File: src/rtl/bbox_pkg.sv
// Shared types for the bounding-box overlay: pixel-loop states and box corners.
package bbox_pkg;

    localparam int COORD_W = 12;

    typedef enum logic [1:0] {
        S_FETCH,
        S_CAPT,
        S_EMIT
    } state_t;

    typedef struct packed {
        logic [COORD_W-1:0] x0;
        logic [COORD_W-1:0] y0;
        logic [COORD_W-1:0] x1;
        logic [COORD_W-1:0] y1;
    } box_t;

endpackage

File: src/rtl/bbox_bounds.sv
// Converts one axis of a centre/size box into inclusive [lo, hi] pixel bounds,
// clamped to the start of the axis and to LIMIT-1 at the far end.
module bbox_bounds
    import bbox_pkg::*;
#(
    parameter int LIMIT = 640
) (
    input  logic [COORD_W-1:0] center,
    input  logic [COORD_W-1:0] size,
    output logic [COORD_W-1:0] lo,
    output logic [COORD_W-1:0] hi
);

    localparam logic [COORD_W-1:0] MAX_C = COORD_W'(LIMIT - 1);

    logic [COORD_W-1:0] half;
    logic [COORD_W:0]   end_w;

    always_comb begin
        half  = size >> 1;
        lo    = (center >= half) ? center - half : '0;
        // One extra bit so lo+size-1 past the frame edge clamps instead of wrapping.
        end_w = {1'b0, lo} + {1'b0, size} - (COORD_W + 1)'(1);
        hi    = (end_w > {1'b0, MAX_C}) ? MAX_C : end_w[COORD_W-1:0];
    end

endmodule

File: src/rtl/bbox_overlay.sv
// Streams pixels FIFO-to-FIFO one at a time, painting a rectangular outline of the
// tracked box; the drawn box only changes at frame boundaries.
module bbox_overlay
    import bbox_pkg::*;
#(
    parameter int          WIDTH       = 640,
    parameter int          HEIGHT      = 480,
    parameter int          THICK       = 2,
    parameter logic [23:0] BOX_COLOR   = 24'hFF0000,
    parameter int          HOLD_FRAMES = 8
) (
    input  logic               clock,
    input  logic               reset,
    input  logic               in_empty,
    output logic               in_rd_en,
    input  logic [23:0]        in_dout,
    input  logic               out_full,
    output logic               out_wr_en,
    output logic [23:0]        out_din,
    input  logic               box_valid,
    input  logic [COORD_W-1:0] center_x,
    input  logic [COORD_W-1:0] center_y,
    input  logic [COORD_W-1:0] width,
    input  logic [COORD_W-1:0] height,
    output logic               box_active,
    output logic               frame_done
);

    localparam int                 AGE_W  = $clog2(HOLD_FRAMES + 1);
    localparam logic [AGE_W-1:0]   HOLD_C = AGE_W'(HOLD_FRAMES);
    localparam logic [COORD_W-1:0] X_MAX  = COORD_W'(WIDTH - 1);
    localparam logic [COORD_W-1:0] Y_MAX  = COORD_W'(HEIGHT - 1);
    localparam logic [COORD_W-1:0] TH     = COORD_W'(THICK);

    state_t             state, state_nxt;
    logic [COORD_W-1:0] x, y;
    box_t               act, pend, new_box;
    logic               pend_vld;
    logic [AGE_W-1:0]   age, age_inc;
    logic [COORD_W-1:0] nx0, nx1, ny0, ny1;
    logic               box_ok, last_px, in_x, in_y, on_border;

    bbox_bounds #(.LIMIT(WIDTH))  u_bnd_x (.center(center_x), .size(width),  .lo(nx0), .hi(nx1));
    bbox_bounds #(.LIMIT(HEIGHT)) u_bnd_y (.center(center_y), .size(height), .lo(ny0), .hi(ny1));

    always_comb begin
        new_box   = '{x0: nx0, y0: ny0, x1: nx1, y1: ny1};
        box_ok    = box_valid && (width != '0) && (height != '0);
        last_px   = (x == X_MAX) && (y == Y_MAX);
        in_x      = (x >= act.x0) && (x <= act.x1);
        in_y      = (y >= act.y0) && (y <= act.y1);
        // Differences are only meaningful inside the box, where they cannot underflow.
        on_border = box_active && in_x && in_y &&
                    (((x - act.x0) < TH) || ((act.x1 - x) < TH) ||
                     ((y - act.y0) < TH) || ((act.y1 - y) < TH));
        age_inc   = (age == HOLD_C) ? age : age + 1'b1;
    end

    always_comb begin
        state_nxt = state;
        in_rd_en  = 1'b0;
        out_wr_en = 1'b0;
        case (state)
            S_FETCH: if (!in_empty) begin
                in_rd_en  = reset;
                state_nxt = S_CAPT;
            end
            S_CAPT:  state_nxt = S_EMIT;
            S_EMIT:  if (!out_full) begin
                out_wr_en = reset;
                state_nxt = S_FETCH;
            end
            default: state_nxt = S_FETCH;
        endcase
        frame_done = out_wr_en && last_px;
    end

    always_ff @(posedge clock) begin
        if (!reset) begin
            state      <= S_FETCH;
            x          <= '0;
            y          <= '0;
            act        <= '0;
            pend       <= '0;
            pend_vld   <= 1'b0;
            age        <= '0;
            box_active <= 1'b0;
            out_din    <= '0;
        end else begin
            state <= state_nxt;
            if (state == S_CAPT)
                out_din <= on_border ? BOX_COLOR : in_dout;
            if (out_wr_en) begin
                if (x == X_MAX) begin
                    x <= '0;
                    y <= (y == Y_MAX) ? '0 : y + 1'b1;
                end else begin
                    x <= x + 1'b1;
                end
            end
            if (frame_done) begin
                // A box arriving on the boundary cycle beats the pending one.
                if (box_ok || pend_vld) begin
                    act        <= box_ok ? new_box : pend;
                    pend_vld   <= 1'b0;
                    age        <= '0;
                    box_active <= 1'b1;
                end else begin
                    age <= age_inc;
                    if (age_inc == HOLD_C)
                        box_active <= 1'b0;
                end
            end else if (box_ok) begin
                pend     <= new_box;
                pend_vld <= 1'b1;
            end
        end
    end

endmodule
File: config.mk
export PLATFORM = sky130hd
export DESIGN_NAME = bbox_overlay
export DESIGN_NICKNAME = d
export VERILOG_FILES = /design/src/rtl/bbox_pkg.sv /design/src/rtl/bbox_bounds.sv /design/src/rtl/bbox_overlay.sv
export SDC_FILE = /design/constraint.sdc
export NUM_CORES = 1
export LEC_CHECK = 0
export CORE_UTILIZATION = 53
export CTS_BUF_LIST = sky130_fd_sc_hd__clkbuf_16
export DETAILED_ROUTE_END_ITERATION = 16
export GPL_TIMING_DRIVEN = 0
export MAX_ROUTING_LAYER = met4
export PLACE_DENSITY = 0.74
export SLEW_MARGIN = 5
export SYNTH_ARGS = -nofsm -noshare
export SYNTH_HDL_FRONTEND = slang
export SYNTH_SLANG_ARGS = --single-unit
export TNS_END_PERCENT = 1
File: constraint.sdc
create_clock -name clock -period 7.1 [get_ports clock]
set_clock_uncertainty 0.05 [all_clocks]
set_input_delay 1.065 -clock clock [delete_from_list [all_inputs] [get_ports clock]]
set_output_delay 1.065 -clock clock [all_outputs]
set_load 0.05 [all_outputs]
==> results of run 1 <==
## cell type report
| type | count | area, µm² | area share (%) |
|---|---|---|---|
| plain buffers | 62 | 257.7 | 1.914 |
| clock buffers | 17 | 425.4 | 3.160 |
| repair buffers | 105 | 1046 | 7.769 |
| inverters | 170 | 638.1 | 4.740 |
| clock inverters | 13 | 131.4 | 0.9758 |
| flip-flops and latches | 152 | 3043 | 22.60 |
| multi-input cells | 1091 | 7577 | 56.28 |
| well taps | 275 | 344.1 | 2.556 |
## path summary, 6_finish.rpt
| kind | to | depth (start not counted) | startpoint | slack, ps |
|---|---|---|---|---|
| worst max-delay path | pend[16] | 25 | width[1] | 380 |
| worst min-delay path | pend[5] | 1 | pend[5] | 420 |
| worst max register to register | out_din[5] | 12 | y[0] | 3580 |
| worst min register to register | pend[5] | 1 | pend[5] | 420 |
## power by group
part | internal, mW | switching [mW]
Combinational | 0.345 | 0.506
Clock | 0.511 | 0.360
Sequential | 0.887 | 0.0171
Total | 1.74 | 0.883
## cell families after synthesis
logic type,synth area share (%)
buffers and inverters,7.807
AOI/OAI and AO/OA,24.57
adders and majority gates,14.44
xor gates and xnor gates,4.491
muxes,0.5437
and+or+nand+nor,21.70
DFF,26.44
## state kept, by name, indices dropped and copies added, names as in the netlist
register,cells
out_din,24
act,48
x,12
pend,48
box_active,1
y,12
pend_vld,1
state,2
age,4
## timing repair
item / in CTS / in global routing
hold buffers: 0 / 0
pin swaps: 0 / 2
buffers inserted: 0 / 2
gates resized for setup: 1 / 5
setup endpoints to repair: 17 / 20
## routing by layer
| layer | up-vias | share of wire, % | track usage (%) |
|---|---|---|---|
| li1 | 5584 | - | - |
| met1 | 5309 | 48 | 40.01 |
| met2 | 328 | 46 | 47.04 |
| met3 | 37 | 4.7 | 3.639 |
| met4 | 0 | 1.4 | 7.245 |
| met5 | - | 0 | - |
## stage by stage
step	setup slack, ps	TNS [ps]
after CTS	5.058	0
after global routing	7.731	0
after floorplan	1078	0
final	382.0	0
after global placement	-318.8	-4879
after detailed placement	-567.3	-9630
## synth_stat cells, types with 9 or more instances
library cell  count  share of area (%)
nand2_1          82                2.7
and2_1           11               0.60
xnor2_1          41                3.1
nand4_1          20                1.1
nand2b_1         33                1.8
or3_1            13               0.71
o211ai_1         31                2.0
o21ai_0          92                4.0
a31oi_1          18               0.98
nor2_1          102                3.3
o221a_2           9               0.88
o22ai_1          11               0.60
a21o_1           30                2.0
ha_1            120                 13
dfxtp_1         152                 26
xor2_1           18                1.4
o21a_1           15               0.98
o221ai_1         20                1.5
inv_1           169                5.5
nor2b_1          19                1.0
nor4_1           11               0.60
nor3_1           25                1.1
and3_1           16               0.87
a211oi_1         11               0.72
nand3_1         120                5.2
clkbuf_1         50                1.6
a211o_1           9               0.69
a21oi_1          79                3.4
==> out/results.ini, run 1 <==
[worst_setup_path]
arrival_ps = 6990
path_buf_inv = 5
worstSetupEndpointType = register
worst_setup_path_start_kind = input port
path_max_fanout = 10
crit_required_ps = 7370
path_delay_family = compound AO/OA/AOI/OAI gates
critPathKind = in -> reg
max_stage_delay_ps = 530
cp_slowest_cell = clkdlybuf4s50_1

[cells_and_area]
design_area_um2 = 13460
diodes = 0
area_delta_synth_final_pct = 16.99
drive_above_1_share_pct = 4.534
most-common-layout-cells = 171 x inv_1, 152 x dfxtp_1, 120 x nand3_1, 120 x ha_1, 103 x clkdlybuf4s50_1
layout_commonest_cell = inv_1
utilization_pct = 63.64
instances_no_fill = 1885
nNetsFinal = 1804
fillCellCount = 1930

[die]
ios = 105
dieArea_um2 = 22310
core-area_um2 = 21150
die_h_um = 149.4
initial_core_util_pct = 54.40
num_rows = 53
die-width_um = 149.4

[logic_synthesis]
synthArstFlopShare_pct = 0
avgSynthCellArea_um2 = 7.796
syn_inst = 1476
ys.flop_type = dfxtp_1
synth_nets = 1681
syn_area_um2 = 11510
synth_edf_count = 0
yosysSeqAreaShare_pct = 26.44
synth_warnings = 0
ys_seq_elements = 152
synth_cell_types = 78

[grt]
grt_first_pass_wirelength_um = 51340
antenna_found_initial = 0
grt_use_total_pct = 29.71
grt_max_degree = 17
grt_pass1_vias = 10320
grt_overflow = 0

[timing]
holdWs_ps = 419.5
setup_violations = 0
fin_crit_ps = 6718
hold_viol = 0
max_slew_margin_pct = 47.03
timing.fmax_mhz = 148.9
fin_crit_sh_pct = 94.62
rsz0062_at_grt = no
worstMarginPinSlew_ps = 787.8
drv_slew = 0

[pwr]
peakVddDrop_mv = 0.1569
total_power_mw = 2.625
power_leakage_nw = 5.615
powerDensity_nw_per_um2 = 195.0

[routing]
routed_via_density = 5.972
remaining_drc_errors = 0
wirelength_um = 31610
drt_iter0_drc = 852
drt_first_pass_iters = 5
vias = 11260
wl_per_cell_um = 16.77
drtAntennaViolNets = 0

[clocking]
cts_tree = built
clock_path_buffers = 2
htree_levels = 4
cts-root-buf = clkbuf_16
cts.sinks = 152
path_clk_slew_ps = 60
cts_buffers = 17
clock_latency_ps = 430

[run]
drv_cap = 0

[placed_design]
port_buffers = 103
placed_cell_area_um2 = 12880
gp_congestion = 0.9161
place_inst = 1854
dpl.hpwl_um = 25120

[hold_path]
hold_class = reg -> reg

[outcome]
status = completed

Note: power is estimated with default switching activity, not from simulation.
==> inputs of run 2 (changes only) <==
- CORE_MARGIN: not set -> 5
- PLACE_DENSITY: 0.74 -> not set
- PLACE_DENSITY_LB_ADDON: not set -> 0.05
==> run 2 against run 1 <==
Net effect: die area up 11%; worst hold slack better by 2.5 ps; total power up 1.1%; setup slack better by 64 ps; fmax up 0.96%; final area up 0.27%; first-iteration DRC count down 17%; cell count up 0.48%; via count down 0.81%; critical path depth down 1; highest routed layer unchanged.
==> out/results.ini, run 2 (synthesis results as in run 1) <==
[placed_design]
dpl.hpwl_um = 25850  ; +2.9%
gp_congestion = 0.9561  ; +4.4%
place_inst = 1859  ; +0.27%
port_buffers = 103  ; unchanged
pre_cts_ws_ps = -369.1  ; +198.2 ps

[pwr]
pwr-share-comb_pct = 32.3  ; about the same
power_leakage_nw = 5.625  ; +0.18%
p_clk_share_pct = 33.7  ; +0.5 points
internal_power_mw = 1.754  ; +0.69%
peakVddDrop_mv = 0.1529  ; -2.5%
p_sw_uw = 900.0  ; +1.9%
seq_power_share_pct = 34.1  ; -0.3 points
powerDensity_nw_per_um2 = 196.6  ; +0.83%
switching_share_pct = 33.91  ; +0.28 points

[grt]
grt_overflow = 0  ; unchanged
grt_use_total_pct = 26.37  ; -3.3 points
antenna_found_initial = 1  ; +1
grt_pass1_vias = 10470  ; +1.5%
grt_max_degree = 17  ; unchanged
grt_first_pass_wirelength_um = 51880  ; +1.1%

[clocking]
cts_buffers = 17  ; unchanged
cts.hold.buffers_added = 0  ; unchanged
path_clk_slew_ps = 60  ; about the same
cts-root-buf = clkbuf_16
cts.sinks = 152  ; unchanged
clock_path_buffers = 2  ; unchanged
htree_levels = 4  ; unchanged
cts_tree = built
clock_latency_ps = 420  ; about the same

[routing]
routed_via_density = 5.896  ; -1.3%
vias = 11170  ; -0.81%
wl_per_cell_um = 17.03  ; +1.6%
drtAntennaViolNets = 0  ; unchanged
remaining_drc_errors = 0  ; unchanged
drt_iter0_drc = 710  ; -17%
wirelength_um = 32260  ; +2.0%
drt_first_pass_iters = 5  ; unchanged

[cells_and_area]
largestRegisters = act: 48 flops, pend: 48 flops, out_din: 24 flops
nNetsFinal = 1805  ; +0.055%
most-common-layout-cells = 170 x inv_1, 152 x dfxtp_1, 120 x nand3_1, 120 x ha_1, 103 x clkdlybuf4s50_1
utilization_pct = 62.44  ; -1.2 points
drive_above_1_share_pct = 4.774  ; +0.24 points
area_delta_synth_final_pct = 17.31
instances_no_fill = 1894  ; +0.48%
layout_commonest_cell = inv_1

[die]
num_rows = 54  ; +1.9%
die_h_um = 157.4  ; +5.4%
initial_core_util_pct = 53.22  ; -1.2 points
die-width_um = 157.4  ; +5.4%
dieArea_um2 = 24760  ; +11%
ios = 105  ; unchanged
core-area_um2 = 21620  ; +2.2%

[worst_setup_path]
arrival_ps = 6920  ; -70 ps
crit_start = height[1]
critPathKind = in -> reg
worstSetupEndpointType = register
path_max_fanout = 10  ; unchanged
regToRegStartpoint = y[0]
crit_required_ps = 7360  ; about the same
worst_setup_path_start_kind = input port

[outcome]
status = completed

[timing]
max_slew_margin_pct = 36.28  ; -11 points
timing.fmax_mhz = 150.3  ; +0.96%
worstMarginPinSlew_ps = 947.8  ; +159.9 ps
hold_viol = 0  ; unchanged
holdWs_ps = 422.1  ; +2.531 ps
fin_crit_ps = 6654  ; -64.11 ps
rsz0062_at_grt = no
fin_tns_setup_ps = 0  ; unchanged
setup_violations = 0  ; unchanged
fin_crit_sh_pct = 93.72  ; -0.90 points
setup_ws_ps = 446.2  ; +64.11 ps
drv_slew = 0  ; unchanged

[hold_path]
hp-start = pend[5]
hold_class = reg -> reg

[run]
drv_cap = 0  ; unchanged

run 2: what timing repair did:
item | 4_1_cts | 5_1_grt
resized for setup | 0 | 6
endpoints found under the setup margin | 0 | 20
buffers inserted | 0 | 3
run 2: critical path, stage by stage:
cell             delay, ps
clkdlybuf4s50_1        470
ha_1                   240
fa_1                   400
nor2b_1                120
o21ai_0                110
a21oi_1                220
o21ai_0                170
a211oi_1               260
a211o_1                160
clkbuf_1               370
nand2b_1               180
ha_1                   300
inv_1                   40
ha_1                   210
fa_1                   400
a21o_1                 180
a211o_1                330
a2111oi_4              360
o21ai_2                110
a2111oi_4              410
nand4_4                230
nand2b_4               210
buf_6                  140
o221a_1                220
run 2: layout make-up:
cell class	instances	area (µm²)
antenna	1	2.502
buffer	62	257.7
clock buffer	17	425.4
clock inverter	15	151.4
fill	2009	8122
inverter	170	638.1
multi-input combinational	1091	7577
sequential	152	3043
tap	280	350.3
timing repair buffer	106	1054
run 2: power groups by stage:
stage / Clock [mW] / Sequential (mW) / Combinational [mW]
final: 0.894 / 0.904 / 0.856
after global routing: 0.936 / 0.907 / 0.949
after CTS: 0.899 / 0.903 / 0.839
after detailed placement: 0 / 0.922 / 0.833
after global placement: 0 / 0.921 / 0.823
after floorplan: 0 / 0.946 / 0.578
run 2: worst paths after layout:
| kind | to | slack [ps] | cells after the start |
|---|---|---|---|
| max | pend[4] | 450 | 24 |
| min | pend[5] | 420 | 1 |
| max reg2reg | out_din[7] | 3550 | 12 |
| min reg2reg | pend[5] | 420 | 1 |
run 2: metrics by stage:
| stage | instance area, µm² | power [mW] |
|---|---|---|
| 2_1_floorplan | 11510 | 1.525 |
| 5_1_grt | 13500 | 2.792 |
| 3_3_place_gp | 12890 | 1.744 |
| 3_5_place_dp | 12890 | 1.755 |
| 4_1_cts | 13470 | 2.641 |
| 6_report | 13500 | 2.654 |
run 2: metal layers:
metal  track usage (%)  wire, µm  vias to the layer above  share of wire [%]
met5                 -         0                        -                  0
met4             6.923       670                        0                2.1
met3             3.849      1794                       45                5.6
met2             41.48     14710                      301                 46
met1             35.69     15080                     5226                 47
li1                  -         -                     5595                  -
